--- src/rtl/lsu_mem_ctrl.sv ---
// lsu_mem_ctrl: RV32I load/store unit in front of a word-organised data memory.
// One request at a time: IDLE -> ACCESS -> RESP -> IDLE (3 cycles per request).
// Optional build macro MISALIGNED_SPLIT_EN: misaligned halfword/word accesses are
// performed instead of faulting; word-crossing ones take an extra ACCESS2 cycle
// on the following word.
module lsu_mem_ctrl #(
    parameter int ADDR_W = 32
) (
    input  logic              clk,
    input  logic              rst_n,
    input  logic              req_valid,
    output logic              req_ready,
    input  logic              req_we,
    input  logic [2:0]        req_funct3,
    input  logic [ADDR_W-1:0] req_addr,
    input  logic [31:0]       req_wdata,
    output logic              rsp_valid,
    output logic [31:0]       rsp_rdata,
    output logic              rsp_fault,
    output logic [ADDR_W-1:0] mem_address,
    output logic [31:0]       mem_write_data,
    output logic [3:0]        mem_byte_enable,
    output logic              mem_write_enable,
    input  logic [31:0]       mem_read_data
);

    typedef enum logic [1:0] {
        IDLE   = 2'd0,
        ACCESS = 2'd1,
        RESP   = 2'd2
`ifdef MISALIGNED_SPLIT_EN
        , ACCESS2 = 2'd3
`endif
    } state_t;

    state_t            state;
    logic              we_q;
    logic [2:0]        f3_q;
    logic [ADDR_W-1:0] addr_q;
    logic [31:0]       wdata_q;
    logic              fault_q;

    logic              req_illegal;
    logic              req_fault;
    logic [1:0]        off;
    logic [3:0]        size_mask;
    logic [3:0]        lo_mask;
    logic [31:0]       repl;
    logic [31:0]       rot_data;
    logic [31:0]       lane_data;

    // Sign/zero extension of the right-aligned load data by funct3
    function automatic logic [31:0] load_ext(input logic [31:0] w, input logic [2:0] f3);
        case (f3)
            3'b000:  return {{24{w[7]}}, w[7:0]};
            3'b001:  return {{16{w[15]}}, w[15:0]};
            3'b100:  return {24'h0, w[7:0]};
            3'b101:  return {16'h0, w[15:0]};
            default: return w;
        endcase
    endfunction

    // Classify the incoming request: funct3 legality per direction
    always_comb begin
        if (req_we)
            req_illegal = req_funct3[2] || (req_funct3[1:0] == 2'b11);
        else
            req_illegal = (req_funct3 == 3'b011) || (req_funct3[2:1] == 2'b11);
    end

`ifdef MISALIGNED_SPLIT_EN
    assign req_fault = req_illegal;
`else
    logic req_misaligned;
    // Halfwords must be 2-byte aligned and words 4-byte aligned
    always_comb begin
        req_misaligned = ((req_funct3[1:0] == 2'b01) && req_addr[0]) ||
                         ((req_funct3[1:0] == 2'b10) && (req_addr[1:0] != 2'b00));
    end
    assign req_fault = req_illegal | req_misaligned;
`endif

    assign off       = addr_q[1:0];
    assign req_ready = (state == IDLE);

    // Access-size mask and store data replicated to fill the word
    always_comb begin
        case (f3_q[1:0])
            2'b00: begin
                size_mask = 4'b0001;
                repl      = {4{wdata_q[7:0]}};
            end
            2'b01: begin
                size_mask = 4'b0011;
                repl      = {2{wdata_q[15:0]}};
            end
            default: begin
                size_mask = 4'b1111;
                repl      = wdata_q;
            end
        endcase
    end

    // Rotating by the byte offset puts each store byte on its lane; for aligned
    // accesses this equals the plain replication, and for a crossing store the
    // same rotated word serves both the low and the high part.
    assign rot_data  = (repl << {off, 3'b000}) | (repl >> (6'd32 - {1'b0, off, 3'b000}));
    assign lane_data = mem_read_data >> {off, 3'b000};

`ifdef MISALIGNED_SPLIT_EN
    logic [7:0]  mask8;
    logic [3:0]  hi_mask;
    logic        crossing;
    logic [31:0] lo_q;
    logic [31:0] merged;
    logic [4:0]  hi_shift;

    assign mask8    = {4'b0000, size_mask} << off;
    assign lo_mask  = mask8[3:0];
    assign hi_mask  = mask8[7:4];
    assign crossing = |hi_mask;
    // High bytes from the next word land just above the (4-off) bytes held from word A
    assign hi_shift = {(~off) + 2'd1, 3'b000};
    assign merged   = lo_q | (mem_read_data << hi_shift);
`else
    assign lo_mask  = size_mask << off;
`endif

    // Memory-side drive: only in the access state(s) and only for non-faulting requests
    always_comb begin
        mem_address      = {addr_q[ADDR_W-1:2], 2'b00};
        mem_byte_enable  = 4'b0000;
        mem_write_data   = 32'h0;
        mem_write_enable = 1'b0;
        if (state == ACCESS && !fault_q) begin
            mem_byte_enable  = lo_mask;
            mem_write_data   = we_q ? rot_data : 32'h0;
            mem_write_enable = we_q && rst_n;
        end
`ifdef MISALIGNED_SPLIT_EN
        if (state == ACCESS2) begin
            mem_address      = {addr_q[ADDR_W-1:2] + {{(ADDR_W-3){1'b0}}, 1'b1}, 2'b00};
            mem_byte_enable  = hi_mask;
            mem_write_data   = we_q ? rot_data : 32'h0;
            mem_write_enable = we_q && rst_n;
        end
`endif
    end

    // Request FSM with registered response outputs
    always_ff @(posedge clk) begin
        if (!rst_n) begin
            state     <= IDLE;
            rsp_valid <= 1'b0;
            rsp_rdata <= 32'h0;
            rsp_fault <= 1'b0;
            we_q      <= 1'b0;
            f3_q      <= 3'b000;
            addr_q    <= '0;
            wdata_q   <= 32'h0;
            fault_q   <= 1'b0;
`ifdef MISALIGNED_SPLIT_EN
            lo_q      <= 32'h0;
`endif
        end else begin
            rsp_valid <= 1'b0;
            case (state)
                IDLE: begin
                    if (req_valid) begin
                        we_q    <= req_we;
                        f3_q    <= req_funct3;
                        addr_q  <= req_addr;
                        wdata_q <= req_wdata;
                        fault_q <= req_fault;
                        state   <= ACCESS;
                    end
                end
                ACCESS: begin
`ifdef MISALIGNED_SPLIT_EN
                    if (!fault_q && crossing) begin
                        lo_q  <= lane_data;
                        state <= ACCESS2;
                    end else
`endif
                    begin
                        rsp_valid <= 1'b1;
                        rsp_fault <= fault_q;
                        rsp_rdata <= (fault_q || we_q) ? 32'h0 : load_ext(lane_data, f3_q);
                        state     <= RESP;
                    end
                end
`ifdef MISALIGNED_SPLIT_EN
                ACCESS2: begin
                    rsp_valid <= 1'b1;
                    rsp_fault <= 1'b0;
                    rsp_rdata <= we_q ? 32'h0 : load_ext(merged, f3_q);
                    state     <= RESP;
                end
`endif
                RESP: begin
                    state <= IDLE;
                end
                default: begin
                    state <= IDLE;
                end
            endcase
        end
    end

endmodule

--- config.mk ---
export PLATFORM = sky130hd
export DESIGN_NAME = lsu_mem_ctrl
export DESIGN_NICKNAME = d
export VERILOG_FILES = /design/src/rtl/lsu_mem_ctrl.sv
export SDC_FILE = /design/constraint.sdc
export NUM_CORES = 1
export LEC_CHECK = 0
export ABC_AREA = 1
export BUFFER_PORTS_ARGS = -buffer_cell sky130_fd_sc_hd__buf_2
export CAP_MARGIN = 10
export CORE_AREA = 2 2 81 161
export DETAILED_ROUTE_END_ITERATION = 6
export DIE_AREA = 0 0 83 163
export GPL_TIMING_DRIVEN = 0
export HOLD_SLACK_MARGIN = 0.12
export PLACE_DENSITY = 0.8
export SYNTH_ARGS = -nofsm -noshare
export SYNTH_HDL_FRONTEND = slang
export SYNTH_SLANG_ARGS = --single-unit
--- constraint.sdc ---
create_clock -name clk -period 2.8 [get_ports clk]
set_input_delay 0.28 -clock clk [delete_from_list [all_inputs] [get_ports clk]]
set_output_delay 0.28 -clock clk [all_outputs]
set_load 0.02 [all_outputs]
==> tab_implementation.tex, run 1 <==
\begin{tabular}{lr}
\hline
Metric & Value \\
\hline
\multicolumn{2}{l}{\textbf{Critical path}} \\
\quad Slowest-stage cell, CP & sky130\_fd\_sc\_hd\_\_dfxtp\_1 \\
\quad Buffers and inverters on the worst path & 6 \\
\quad Startpoint-to-endpoint class of the critical path & reg2out \\
\quad Critical path endpoint category & primary output \\
\quad Largest delay contributor family on the critical path & buffers and inverters \\
\quad Register-to-register setup slack & 0.97 ns \\
\quad Delay of the slowest cell on the worst path & 0.33 ns \\
\quad Worst path arrival time & 2.38 ns \\
\quad Maximum fanout along the worst path & 19 \\
\quad Critical Path Source Type & flip-flop \\
\quad Crit path cell chain & buf\_2 > inv\_2 > buf\_4 > ha\_4 > inv\_2 > nor2\_1 > clkbuf\_8 > nand3\_1 > a21oi\_1 > buf\_2 \\
\quad Required time of the worst setup path & 2.52 ns \\
\multicolumn{2}{l}{\textbf{Die}} \\
\quad Die Outline Area & 0.01353 mm2 \\
\quad Top-level port count & 207 \\
\quad Effective utilization at floorplan & 50.58\% \\
\quad Core Area & 0.01241 mm2 \\
\quad Cell row count & 58 \\
\quad Floorplan die width & 83 um \\
\quad Die height & 163 um \\
\multicolumn{2}{l}{\textbf{Synthesis}} \\
\quad Top cells by area, synth & sky130\_fd\_sc\_hd\_\_dfxtp\_1 33\%, sky130\_fd\_sc\_hd\_\_nand2\_1 17\%, sky130\_fd\_sc\_hd\_\_a21oi\_1 9.2\%, sky130\_fd\_sc\_hd\_\_o21ai\_0 8.5\%, sky130\_fd\_sc\_hd\_\_nor2\_1 7.5\% \\
\quad Most repeated cell in the gate-level netlist after synthesis & sky130\_fd\_sc\_hd\_\_nand2\_1 \\
\quad Sequential area share after synthesis & 33.49\% \\
\quad Number of synthesized register bits & 105 \\
\quad Async SR Flop Fraction & 0\% \\
\quad Count of mapped cells out of synthesis & 1019 \\
\quad Post-synth top cells & 281 x sky130\_fd\_sc\_hd\_\_nand2\_1, 125 x sky130\_fd\_sc\_hd\_\_nor2\_1, 116 x sky130\_fd\_sc\_hd\_\_a21oi\_1 \\
\quad Library cell occupying the most area in the post-synthesis netlist & sky130\_fd\_sc\_hd\_\_dfxtp\_1 \\
\quad Number of flops mapped to enable cells by yosys & 0 \\
\quad Cell area after synthesis & 0.006277 mm2 \\
\quad Library cells used by synthesis & 30 \\
\quad Mean cell area of the mapped netlist & 6.160 um2 \\
\quad Synth Flop Type & sky130\_fd\_sc\_hd\_\_dfxtp\_1 \\
\quad Synth warnings & 0 \\
\quad Share of the synthesized area in the top cell type & 33.49\% \\
\multicolumn{2}{l}{\textbf{STA}} \\
\quad Final worst-path cycle share & 95.11\% \\
\quad Relative slew margins & 58.27\% \\
\quad Hold Violations, Final & 0 \\
\quad Setup slack after layout & 0.1369 ns \\
\quad Min Clock Period, post-route & 2.663 ns \\
\quad Maximum operating frequency & 375.5 MHz \\
\quad Worst-Margin Slew & 0.6260 ns \\
\quad Final number of setup-violating endpoints & 0 \\
\quad Final number of max-transition violations & 0 \\
\quad Final worst hold slack & 0.1749 ns \\
\quad Clock skew after layout & 0.01106 ns \\
\quad RSZ-0062 raised after global routing & no \\
\multicolumn{2}{l}{\textbf{Drt}} \\
\quad Detailed-route DRC error count & 0 \\
\quad Vias post-DR & 7340 \\
\quad Starting DRC count in detailed routing & 665 \\
\quad Detailed Routing Iterations Pass 1 & 6 \\
\quad Aggregate routed wire length & 21260 um \\
\quad Detail Route Antenna Nets & 0 \\
\quad Mean routed wirelength per cell & 15.29 um \\
\quad Post-detailed-route via-to-cell ratio & 5.281 \\
\multicolumn{2}{l}{\textbf{Flow run}} \\
\quad Maxcap violations & 0 \\
\multicolumn{2}{l}{\textbf{Cells and area}} \\
\quad Finished Layout Cells & 1390 \\
\quad Fill count & 1260 \\
\quad Utilization after layout & 63.51\% \\
\quad Antenna Diode Count & 0 \\
\quad Total Nets Final & 1339 \\
\quad Fraction of layout instances using a drive strength above 1 & 26.37\% \\
\quad Synthesis-to-layout area growth & 25.55\% \\
\multicolumn{2}{l}{\textbf{CTS}} \\
\quad Clk sinks & 105 \\
\quad Clock latency at the later pin of the worst-skew pair & 0.35 ns \\
\quad CTS Buf Count & 9 \\
\quad Clock tree root buffer cell & sky130\_fd\_sc\_hd\_\_clkbuf\_16 \\
\quad Bufs on Longest Clock Path & 2 \\
\quad CTS tree & built \\
\quad H-tree lvl count & 3 \\
\quad Hold bufs inserted after CTS & 0 \\
\quad Register clock-pin slew on the reported worst setup and hold paths & 0.08 ns \\
\multicolumn{2}{l}{\textbf{GRT}} \\
\quad Number of global-route vias before repair & 6778 \\
\quad Total track usage & 30.71\% \\
\quad Global-route wire length before repair & 33540 um \\
\quad Initial antenna violation count & 0 \\
\quad Maximum number of pins on one net before global-route repair & 21 \\
\quad Global route overflow & 0 \\
\multicolumn{2}{l}{\textbf{Placement}} \\
\quad Final weighted congestion in routability-driven placement & 0.9664 \\
\quad Instance count after placement with tap cells included & 1374 \\
\quad HPWL after detailed placement & 16860 um \\
\quad Pre-CTS setup slack & -0.5452 ns \\
\quad Port Buffers & 204 \\
\multicolumn{2}{l}{\textbf{Power and ir drop}} \\
\quad Power per cell area & 554.2 mW/mm2 \\
\quad Total power & 4.368 mW \\
\quad Leak pwr & 4.009 nW \\
\quad Worst VDD drop & 0.5405 mV \\
\multicolumn{2}{l}{\textbf{Status}} \\
\quad Status & finished, final reports clean \\
\multicolumn{2}{l}{\textbf{Hold path}} \\
\quad Class of the most critical hold timing path & in2reg \\
\hline
\end{tabular}
[routing by layer]
| metal | wire [um] | part of all wire (%) | GRT usage, % | vias up |
|---|---|---|---|---|
| met2 | 10310 | 48 | 53.89 | 368 |
| met1 | 8573 | 40 | 36.55 | 3239 |
| met3 | 1769 | 8.3 | 6.336 | 43 |
| met4 | 608 | 2.9 | 11.70 | 0 |
| li1 | - | - | - | 3690 |
| met5 | 0 | 0 | 0 | - |
[layout by cell type, fill, tap and decap left out, types with 2 or more instances in the layout]
| cell | synthesis | final |
|---|---|---|
| sky130_fd_sc_hd__nand2_1 | 281 | 280 |
| sky130_fd_sc_hd__buf_2 | 25 | 222 |
| sky130_fd_sc_hd__nor2_1 | 125 | 125 |
| sky130_fd_sc_hd__a21oi_1 | 116 | 114 |
| sky130_fd_sc_hd__o21ai_0 | 106 | 106 |
| sky130_fd_sc_hd__dfxtp_1 | 105 | 105 |
| sky130_fd_sc_hd__nand3_1 | 80 | 80 |
| sky130_fd_sc_hd__inv_1 | 59 | 57 |
| sky130_fd_sc_hd__buf_4 | 39 | 47 |
| sky130_fd_sc_hd__clkbuf_1 | 30 | 28 |
| sky130_fd_sc_hd__clkbuf_16 | 0 | 9 |
| sky130_fd_sc_hd__o211ai_1 | 8 | 8 |
| sky130_fd_sc_hd__inv_2 | 6 | 8 |
| sky130_fd_sc_hd__a21oi_2 | 6 | 8 |
| sky130_fd_sc_hd__nor2_2 | 6 | 6 |
| sky130_fd_sc_hd__buf_6 | 5 | 6 |
| sky130_fd_sc_hd__nor3_1 | 3 | 3 |
| sky130_fd_sc_hd__clkinv_4 | 0 | 3 |
| sky130_fd_sc_hd__nand2_2 | 2 | 2 |
| sky130_fd_sc_hd__or2_2 | 2 | 2 |
| sky130_fd_sc_hd__buf_1 | 3 | 2 |
| sky130_fd_sc_hd__conb_1 | 1 | 2 |
| sky130_fd_sc_hd__inv_8 | 0 | 2 |
[final timing paths]
kind	startpoint	to	cells after the start
min	req_addr[16]	addr_q[16]	3
max reg2reg	addr_q[1]	rsp_rdata[22]	8
min reg2reg	rsp_rdata[10]	rsp_rdata[10]	2
max	addr_q[1]	mem_write_data[4]	10
[worst reg2reg max path, cell delays in order, from the launching register on]
cell	delay [ns]
sky130_fd_sc_hd__dfxtp_1	0.31
sky130_fd_sc_hd__buf_2	0.16
sky130_fd_sc_hd__inv_2	0.06
sky130_fd_sc_hd__buf_4	0.26
sky130_fd_sc_hd__clkbuf_1	0.46
sky130_fd_sc_hd__a21oi_1	0.21
sky130_fd_sc_hd__nor2_2	0.14
sky130_fd_sc_hd__nand2_1	0.06
sky130_fd_sc_hd__a21oi_1	0.12
[per-stage QoR]
stage	setup TNS [ns]	cell area, um2
final	0	7881
after global routing	0	7881
after CTS	0	7886
after detailed placement	-10.23	7490
after global placement	-11.20	7490
after floorplan	0	6281
[area by class of cell]
class                      instances  area, um2  share of cell area (%)
buffer                           100      609.3                   7.731
tap                              150      187.7                   2.381
clock inverter                     7      95.09                   1.207
multi-input combinational        744       3346                   42.45
timing repair buffer             206       1049                   13.30
clock buffer                       9      225.2                   2.858
inverter                          69      267.8                   3.397
sequential                       105       2102                   26.67
[power by group]
group | switching [mW] | total (mW) | internal, mW
clock | 0.642 | 1.36 | 0.722
combinational | 0.880 | 1.35 | 0.466
sequential | 0.0545 | 1.66 | 1.60
[cell families after synthesis]
logic type	synth area share [%]
buffers and inverters	13.71
adder cells (fa/ha/maj)	0.1993
AND/OR/NAND/NOR	32.83
AO/OA/AOI/OAI	19.71
flip-flops	33.49
other	0.05974
[registers in the layout, indices dropped and copies added, names as in the netlist]
signal	cells
addr_q	32
f3_q	3
wdata_q	32
state	2
we_q	1
rsp_valid	1
rsp_rdata	32
rsp_fault	1
fault_q	1
[timing repair]
action,CTS,global route
endpoints found under the setup margin,32,26
gates resized for setup,21,0
setup buffers,2,0
pin swaps,1,0
No activity file was read; power rests on OpenSTA's default activity.
==> inputs of run 2 (changes only) <==
Settings changed: RECOVER_POWER set to 100.
==> run 2 against run 1 <==
Against the previous run: clock skew about the same; clock power about the same; first-iteration DRC count down 12%; critical path depth unchanged; final cell count unchanged; worst setup slack better by 0.025 ns; via count about the same; sequential share of layout area up 0.56 points; register-to-register slack worse by 0.64 ns; utilization down 1.3 points; critical endpoint unchanged.
==> tab_implementation.tex, run 2 (synthesized netlist as in run 1, its figures left out) <==
\begin{tabular}{lr}
\hline
Metric & Value \\
\hline
\multicolumn{2}{l}{\textbf{Status}} \\
\quad Status & finished, final reports clean (unchanged) \\
\multicolumn{2}{l}{\textbf{Die}} \\
\quad Die height & 163 um (unchanged) \\
\quad Die Outline Area & 0.01353 mm2 (unchanged) \\
\quad Core Area & 0.01241 mm2 (unchanged) \\
\quad Effective utilization at floorplan & 50.58\% (unchanged) \\
\quad Cell row count & 58 (unchanged) \\
\quad Top-level port count & 207 (unchanged) \\
\quad Floorplan die width & 83 um (unchanged) \\
\multicolumn{2}{l}{\textbf{GRT}} \\
\quad Global-route wire length before repair & 33540 um (unchanged) \\
\quad Maximum number of pins on one net before global-route repair & 21 (unchanged) \\
\quad Initial antenna violation count & 0 (unchanged) \\
\quad Total track usage & 30.71\% (unchanged) \\
\quad Number of global-route vias before repair & 6778 (unchanged) \\
\quad Global route overflow & 0 (unchanged) \\
\multicolumn{2}{l}{\textbf{Placement}} \\
\quad HPWL after detailed placement & 16860 um (unchanged) \\
\quad Port Buffers & 204 (unchanged) \\
\quad Final weighted congestion in routability-driven placement & 0.9664 (unchanged) \\
\quad Post-DP Area & 0.007490 mm2 (unchanged) \\
\multicolumn{2}{l}{\textbf{Cells and area}} \\
\quad Fraction of layout instances using a drive strength above 1 & 18.87\% (was 26.37\%) \\
\quad Area of all placed cells without fillers & 0.007720 mm2 (was 0.007881 mm2) \\
\quad Antenna Diode Count & 0 (unchanged) \\
\quad Largest registers & addr\_q x32, rsp\_rdata x32, wdata\_q x32 (unchanged) \\
\quad Most common library cell in the layout ignoring fill and taps & sky130\_fd\_sc\_hd\_\_nand2\_1 (unchanged) \\
\quad Commonest cells after routing, fill and taps aside & 281 x sky130\_fd\_sc\_hd\_\_nand2\_1, 130 x sky130\_fd\_sc\_hd\_\_buf\_2, 126 x sky130\_fd\_sc\_hd\_\_nor2\_1 (was 280 x sky130\_fd\_sc\_hd\_\_nand2\_1, 222 x sky130\_fd\_sc\_hd\_\_buf\_2, 125 x sky130\_fd\_sc\_hd\_\_nor2\_1) \\
\quad Utilization after layout & 62.21\% (was 63.51\%) \\
\quad Total Nets Final & 1339 (unchanged) \\
\quad Synthesis-to-layout area growth & 22.98\% (was 25.55\%) \\
\multicolumn{2}{l}{\textbf{CTS}} \\
\quad CTS Buf Count & 9 (unchanged) \\
\quad Bufs on Longest Clock Path & 2 (unchanged) \\
\quad H-tree lvl count & 3 (unchanged) \\
\quad CTS tree & built (unchanged) \\
\quad Clock latency at the later pin of the worst-skew pair & 0.35 ns (about the same) \\
\quad Clock tree root buffer cell & sky130\_fd\_sc\_hd\_\_clkbuf\_16 (unchanged) \\
\quad Clk sinks & 105 (unchanged) \\
\quad Register clock-pin slew on the reported worst setup and hold paths & 0.08 ns (about the same) \\
\multicolumn{2}{l}{\textbf{Drt}} \\
\quad Aggregate routed wire length & 21270 um (was 21260 um) \\
\quad Vias post-DR & 7346 (was 7340) \\
\quad Post-detailed-route via-to-cell ratio & 5.285 (was 5.281) \\
\quad Detailed Routing Iterations Pass 1 & 7 (was 6) \\
\quad Starting DRC count in detailed routing & 588 (was 665) \\
\quad Mean routed wirelength per cell & 15.30 um (was 15.29 um) \\
\quad Detailed-route DRC error count & 0 (unchanged) \\
\quad Detail Route Antenna Nets & 0 (unchanged) \\
\multicolumn{2}{l}{\textbf{Critical path}} \\
\quad Reg2reg end & rsp\_rdata[7] (was rsp\_rdata[22]) \\
\quad Critical Path Source Type & flip-flop (unchanged) \\
\quad Worst R2R Path Depth & 8 (unchanged) \\
\quad Maximum fanout along the worst path & 19 (unchanged) \\
\quad Launching point of the worst reg2reg path & state[1] (was addr\_q[1]) \\
\quad Startpoint-to-endpoint class of the critical path & reg2out (unchanged) \\
\quad Worst path arrival time & 2.36 ns (was 2.38 ns) \\
\quad Register-to-register setup slack & 0.33 ns (was 0.97 ns) \\
\quad Required time of the worst setup path & 2.52 ns (about the same) \\
\quad Critical path endpoint category & primary output (unchanged) \\
\multicolumn{2}{l}{\textbf{Power and ir drop}} \\
\quad Total power & 4.339 mW (was 4.368 mW) \\
\quad Power per cell area & 562.1 mW/mm2 (was 554.2 mW/mm2) \\
\quad Portion of total power attributed to sequential cells & 38.2\% (was 38.0\%) \\
\quad Proportion of power drawn by combinational gates & 30.4\% (was 30.8\%) \\
\quad Clock Power Share & 31.5\% (was 31.2\%) \\
\quad Worst VDD drop & 0.5444 mV (was 0.5405 mV) \\
\quad Switching Power & 1.573 mW (was 1.577 mW) \\
\quad Switching share of power & 36.25\% (was 36.10\%) \\
\quad Leak pwr & 3.659 nW (was 4.009 nW) \\
\quad Cell internal pwr & 2.767 mW (was 2.791 mW) \\
\multicolumn{2}{l}{\textbf{Hold path}} \\
\quad Launch point of the worst hold path & req\_addr[16] (unchanged) \\
\quad Hold-critical path endpoint & addr\_q[16] (unchanged) \\
\quad Class of the most critical hold timing path & in2reg (unchanged) \\
\quad Worst Hold Path Cells & 3 (unchanged) \\
\multicolumn{2}{l}{\textbf{STA}} \\
\quad Final number of setup-violating endpoints & 0 (unchanged) \\
\quad Min Clock Period, post-route & 2.638 ns (was 2.663 ns) \\
\quad Worst-Margin Slew & 0.7645 ns (was 0.6260 ns) \\
\quad Maximum operating frequency & 379.1 MHz (was 375.5 MHz) \\
\quad Final worst hold slack & 0.1741 ns (was 0.1749 ns) \\
\quad Relative slew margins & 48.85\% (was 58.27\%) \\
\quad Final number of max-transition violations & 0 (unchanged) \\
\quad Clock skew after layout & 0.01070 ns (was 0.01106 ns) \\
\quad RSZ-0062 raised after global routing & no (unchanged) \\
\quad Hold Violations, Final & 0 (unchanged) \\
\quad Final worst-path cycle share & 94.22\% (was 95.11\%) \\
\multicolumn{2}{l}{\textbf{Flow run}} \\
\quad Maxcap violations & 0 (unchanged) \\
\hline
\end{tabular}
[run 2: cell types whose count changed in the layout (fill, tap and decap cells not counted)]
cell                       delta
sky130_fd_sc_hd__a21oi_1      +5
sky130_fd_sc_hd__a21oi_2      -5
sky130_fd_sc_hd__buf_2       -92
sky130_fd_sc_hd__buf_4        -5
sky130_fd_sc_hd__buf_6        -1
sky130_fd_sc_hd__clkbuf_1    +84
sky130_fd_sc_hd__clkbuf_2    +14
sky130_fd_sc_hd__inv_1        +2
sky130_fd_sc_hd__inv_2        -2
sky130_fd_sc_hd__nand2_1      +1
sky130_fd_sc_hd__nand2_2      -1
sky130_fd_sc_hd__nor2_1       +1
sky130_fd_sc_hd__nor2_8       -1
[run 2: layer usage]
| layer | up-vias | track usage [%] | wire length [um] |
|---|---|---|---|
| met5 | - | 0 | 0 |
| met4 | 0 | 11.70 | 669 |
| met3 | 49 | 6.336 | 1724 |
| met2 | 374 | 53.89 | 10210 |
| met1 | 3236 | 36.55 | 8664 |
| li1 | 3687 | - | - |
[run 2: stage by stage]
stage	std cells	setup slack (ns)	setup TNS [ns]
2_1_floorplan	1020	0.2735	0
3_3_place_gp	1374	-0.6006	-11.20
4_1_cts	1391	0.03476	0
3_5_place_dp	1374	-0.5452	-10.23
5_1_grt	1390	0.04046	0
6_report	1390	0.1620	0
[run 2: power by group through the flow]
stage / logic [mW] / clock network (mW) / registers [mW]
after floorplan: 0.870 / 0 / 1.71
after global placement: 1.28 / 0 / 1.69
after detailed placement: 1.29 / 0 / 1.69
after CTS: 1.33 / 1.38 / 1.66
after global routing: 1.46 / 1.43 / 1.67
final: 1.32 / 1.36 / 1.66
[run 2: timing repair]
action,4_1_cts,5_1_grt
resized for setup,21,0
pin swaps,1,0
endpoints found under the setup margin,32,26
hold buffers,0,0
buffers inserted,2,0
[run 2: cell type report]
cell class	count	area, um2
Buffer	100	588.1
Clock buffer	9	225.2
Clock inverter	7	95.09
Fill cell	1316	4690
Inverter	69	267.8
Multi-Input combinational cell	744	3308
Sequential cell	105	2102
Tap cell	150	187.7
Timing Repair Buffer	206	945.9
[run 2: worst max path at each step]
stage	from	cells after the start	endpoint	slack, ns
6_report	addr_q[1]	10	mem_write_data[4]	0.16
5_1_grt	addr_q[1]	11	mem_write_data[27]	0.04
4_1_cts	addr_q[0]	11	mem_write_data[4]	0.03
3_5_place_dp	addr_q[1]	12	mem_write_data[24]	-0.55
3_3_place_gp	addr_q[1]	12	mem_write_data[16]	-0.60
2_1_floorplan	addr_q[1]	11	mem_write_data[16]	0.27
[run 2: worst max-delay path: stages (launching register included)]
cell,delay (ns)
sky130_fd_sc_hd__dfxtp_1,0.33
sky130_fd_sc_hd__buf_2,0.18
sky130_fd_sc_hd__inv_2,0.05
sky130_fd_sc_hd__buf_4,0.21
sky130_fd_sc_hd__ha_4,0.30
sky130_fd_sc_hd__inv_2,0.06
sky130_fd_sc_hd__nor2_1,0.17
sky130_fd_sc_hd__clkbuf_8,0.22
sky130_fd_sc_hd__nand3_1,0.08
sky130_fd_sc_hd__a21oi_1,0.20
sky130_fd_sc_hd__clkbuf_2,0.20
==> inputs of run 3 (changes only) <==
Settings changed: REMOVE_ABC_BUFFERS set to 1.
==> run 3 against run 2 <==
Against the previous run: global-route usage is 4.3 points lower; die area stayed put; critical endpoint is now mem_write_data[31]; largest power group unchanged; utilization is 3.2 points lower; the flow now finishes with violations (design-rule violations).
==> tab_implementation.tex, run 3 (synthesized netlist as in run 1, its figures left out) <==
\begin{tabular}{lr}
\hline
Metric & Value \\
\hline
\multicolumn{2}{l}{\textbf{Drt}} \\
\quad Post-detailed-route via-to-cell ratio & 5.387 (was 5.285) \\
\quad Vias post-DR & 7003 (was 7346) \\
\quad Aggregate routed wire length & 18500 um (was 21270 um) \\
\quad Detail Route Antenna Nets & 0 (unchanged) \\
\quad Detailed Routing Iterations Pass 1 & 7 (unchanged) \\
\quad Mean routed wirelength per cell & 14.23 um (was 15.30 um) \\
\quad Detailed-route DRC error count & 6 (was 0) \\
\quad Starting DRC count in detailed routing & 530 (was 588) \\
\multicolumn{2}{l}{\textbf{Critical path}} \\
\quad Buffers and inverters on the worst path & 4 (was 6) \\
\quad Delay of the slowest cell on the worst path & 0.43 ns (was 0.33 ns) \\
\quad Launching point of the worst reg2reg path & f3\_q[1] (was state[1]) \\
\quad Worst path arrival time & 2.41 ns (was 2.36 ns) \\
\quad Worst R2R Path Depth & 8 (unchanged) \\
\quad Reg2reg end & rsp\_rdata[23] (was rsp\_rdata[7]) \\
\quad Critical path endpoint category & primary output (unchanged) \\
\quad Maximum fanout along the worst path & 68 (was 19) \\
\quad Slowest-stage cell, CP & sky130\_fd\_sc\_hd\_\_dfxtp\_4 (was sky130\_fd\_sc\_hd\_\_dfxtp\_1) \\
\quad Register-to-register setup slack & 0.30 ns (was 0.33 ns) \\
\quad Startpoint-to-endpoint class of the critical path & reg2out (unchanged) \\
\quad Crit path cell chain & clkinv\_16 > ha\_1 > inv\_1 > nand2\_2 > clkinv\_2 > nand2\_1 > a21oi\_1 > buf\_2 (was buf\_2 > inv\_2 > buf\_4 > ha\_4 > inv\_2 > nor2\_1 > clkbuf\_8 > nand3\_1 > a21oi\_1 > clkbuf\_2) \\
\quad Largest delay contributor family on the critical path & buffers and inverters (unchanged) \\
\quad Required time of the worst setup path & 2.52 ns (about the same) \\
\quad Critical Path Source Type & flip-flop (unchanged) \\
\quad Number of cells on the critical path & 8 (was 10) \\
\multicolumn{2}{l}{\textbf{Placement}} \\
\quad Pre-CTS setup slack & -1.766 ns (was -0.5452 ns) \\
\quad Final weighted congestion in routability-driven placement & 0.8421 (was 0.9664) \\
\quad Port Buffers & 204 (unchanged) \\
\quad HPWL after detailed placement & 11590 um (was 16860 um) \\
\multicolumn{2}{l}{\textbf{STA}} \\
\quad Relative slew margins & 22.71\% (was 48.85\%) \\
\quad Min Clock Period, post-route & 2.692 ns (was 2.638 ns) \\
\quad RSZ-0062 raised after global routing & no (unchanged) \\
\quad Final worst-path cycle share & 96.14\% (was 94.22\%) \\
\quad Final number of setup-violating endpoints & 0 (unchanged) \\
\quad Maximum operating frequency & 371.5 MHz (was 379.1 MHz) \\
\quad Hold Violations, Final & 0 (unchanged) \\
\quad Clock skew after layout & 0.007251 ns (was 0.01070 ns) \\
\quad Setup slack after layout & 0.1082 ns (was 0.1620 ns) \\
\quad Final number of max-transition violations & 0 (unchanged) \\
\quad Final worst hold slack & 0.1696 ns (was 0.1741 ns) \\
\quad Worst-Margin Slew & 1.159 ns (was 0.7645 ns) \\
\multicolumn{2}{l}{\textbf{Power and ir drop}} \\
\quad Leak pwr & 3.414 nW (was 3.659 nW) \\
\quad Worst VDD drop & 0.3967 mV (was 0.5444 mV) \\
\quad Power per cell area & 561.3 mW/mm2 (was 562.1 mW/mm2) \\
\quad Total power & 4.108 mW (was 4.339 mW) \\
\multicolumn{2}{l}{\textbf{CTS}} \\
\quad Register clock-pin slew on the reported worst setup and hold paths & 0.08 ns (about the same) \\
\quad H-tree lvl count & 3 (unchanged) \\
\quad Hold bufs inserted after CTS & 0 (unchanged) \\
\quad CTS tree & built (unchanged) \\
\quad Bufs on Longest Clock Path & 2 (unchanged) \\
\quad CTS Buf Count & 9 (unchanged) \\
\quad Clock tree root buffer cell & sky130\_fd\_sc\_hd\_\_clkbuf\_16 (unchanged) \\
\quad Clk sinks & 105 (unchanged) \\
\quad Clock latency at the later pin of the worst-skew pair & 0.35 ns (about the same) \\
\multicolumn{2}{l}{\textbf{Die}} \\
\quad Top-level port count & 207 (unchanged) \\
\quad Core Area & 0.01241 mm2 (unchanged) \\
\quad Floorplan die width & 83 um (unchanged) \\
\quad Cell row count & 58 (unchanged) \\
\quad Die height & 163 um (unchanged) \\
\quad Die Outline Area & 0.01353 mm2 (unchanged) \\
\quad Effective utilization at floorplan & 50.58\% (unchanged) \\
\multicolumn{2}{l}{\textbf{Cells and area}} \\
\quad Fraction of layout instances using a drive strength above 1 & 17.39\% (was 18.87\%) \\
\quad Largest registers & addr\_q x32, rsp\_rdata x32, wdata\_q x32 (unchanged) \\
\quad Commonest cells after routing, fill and taps aside & 279 x sky130\_fd\_sc\_hd\_\_nand2\_1, 123 x sky130\_fd\_sc\_hd\_\_nor2\_1, 118 x sky130\_fd\_sc\_hd\_\_a21oi\_1 (was 281 x sky130\_fd\_sc\_hd\_\_nand2\_1, 130 x sky130\_fd\_sc\_hd\_\_buf\_2, 126 x sky130\_fd\_sc\_hd\_\_nor2\_1) \\
\quad Synthesis-to-layout area growth & 16.58\% (was 22.98\%) \\
\quad Total Nets Final & 1249 (was 1339) \\
\quad Multi-input combinational cell area & 0.003344 mm2 (was 0.003308 mm2) \\
\quad Fill count & 1260 (was 1316) \\
\quad Antenna Diode Count & 0 (unchanged) \\
\quad Most common library cell in the layout ignoring fill and taps & sky130\_fd\_sc\_hd\_\_nand2\_1 (unchanged) \\
\quad Utilization after layout & 58.97\% (was 62.21\%) \\
\quad Register area & 0.002111 mm2 (was 0.002102 mm2) \\
\multicolumn{2}{l}{\textbf{GRT}} \\
\quad Initial antenna violation count & 0 (unchanged) \\
\quad Global route overflow & 0 (unchanged) \\
\quad Number of global-route vias before repair & 6353 (was 6778) \\
\quad Total track usage & 26.38\% (was 30.71\%) \\
\quad Global-route wire length before repair & 29860 um (was 33540 um) \\
\quad Maximum number of pins on one net before global-route repair & 106 (was 21) \\
\multicolumn{2}{l}{\textbf{Hold path}} \\
\quad Hold-critical path endpoint & addr\_q[19] (was addr\_q[16]) \\
\quad Class of the most critical hold timing path & in2reg (unchanged) \\
\quad Launch point of the worst hold path & req\_addr[19] (was req\_addr[16]) \\
\quad Worst Hold Path Cells & 3 (unchanged) \\
\multicolumn{2}{l}{\textbf{Status}} \\
\quad Status & complete, but fails checks (was finished, final reports clean) \\
\quad Violated checks & design-rule violations \\
\multicolumn{2}{l}{\textbf{Flow run}} \\
\quad Maxcap violations & 0 (unchanged) \\
\hline
\end{tabular}
run 3: changes by cell type in the layout (fill, tap and decap cells not counted), moves of 3 or more:
| cell | before | now |
|---|---|---|
| sky130_fd_sc_hd__buf_6 | 5 | 1 |
| sky130_fd_sc_hd__clkbuf_2 | 14 | 24 |
| sky130_fd_sc_hd__buf_2 | 130 | 112 |
| sky130_fd_sc_hd__nor2_1 | 126 | 123 |
| sky130_fd_sc_hd__clkbuf_1 | 112 | 68 |
| sky130_fd_sc_hd__dfxtp_1 | 105 | 102 |
| sky130_fd_sc_hd__nor2_4 | 1 | 4 |
| sky130_fd_sc_hd__buf_4 | 42 | 6 |
run 3: area by class of cell:
type / instances / share of cell area [%]
Clock inverter: 7 / 1.009
Timing Repair Buffer: 214 / 14.52
Multi-Input combinational cell: 745 / 45.70
Inverter: 69 / 4.223
Tap cell: 150 / 2.565
Clock buffer: 9 / 3.077
Sequential cell: 105 / 28.84
Timing Repair inverter: 1 / 0.06839
run 3: what timing repair did:
action,CTS,global route
cloned,1,1
setup buffers,7,1
gates resized for setup,20,4
endpoints found under the setup margin,60,28
pin swaps,1,1
run 3: worst reg2reg max path, stage by stage, from the launching register on:
cell and delay, ns:
sky130_fd_sc_hd__dfxtp_2 0.43, sky130_fd_sc_hd__buf_16 0.22, sky130_fd_sc_hd__inv_2 0.29, sky130_fd_sc_hd__nand2_4 0.22
sky130_fd_sc_hd__nor2_1 0.16, sky130_fd_sc_hd__nand3_1 0.40, sky130_fd_sc_hd__nand3_2 0.44, sky130_fd_sc_hd__nand2_1 0.10
sky130_fd_sc_hd__a21oi_1 0.16
run 3: worst max path at each step:
| stage | from | slack (ns) | to |
|---|---|---|---|
| 3_3_place_gp | addr_q[0] | -3.53 | mem_write_data[15] |
| 3_5_place_dp | addr_q[0] | -1.77 | mem_write_data[29] |
| 5_1_grt | addr_q[0] | 0.006 | mem_write_data[31] |
| 6_report | addr_q[0] | 0.11 | mem_write_data[31] |
| 2_1_floorplan | addr_q[0] | -1.75 | mem_write_data[10] |
| 4_1_cts | addr_q[0] | 0.02 | mem_write_data[18] |
run 3: through the flow:
stage          cell area, um2  TNS [ns]  instances
4_1_cts                  7400         0       1298
3_3_place_gp             6892   -260.17       1272
3_5_place_dp             6955    -62.94       1274
2_1_floorplan            5683   -100.33        918
6_report                 7318         0       1300
5_1_grt                  7318         0       1300
run 3: power by group:
| group | switching (mW) | internal (mW) |
|---|---|---|
| logic | 0.791 | 0.365 |
| clock network | 0.647 | 0.633 |
| registers | 0.0687 | 1.60 |
run 3: metal layers:
metal | part of all wire, % | global-route usage (%) | vias up
met5 | 0 | 0 | -
met4 | 2.5 | 9.389 | 0
met3 | 7.8 | 4.612 | 40
met2 | 47 | 44.02 | 321
met1 | 42 | 34.17 | 3139
li1 | - | - | 3503
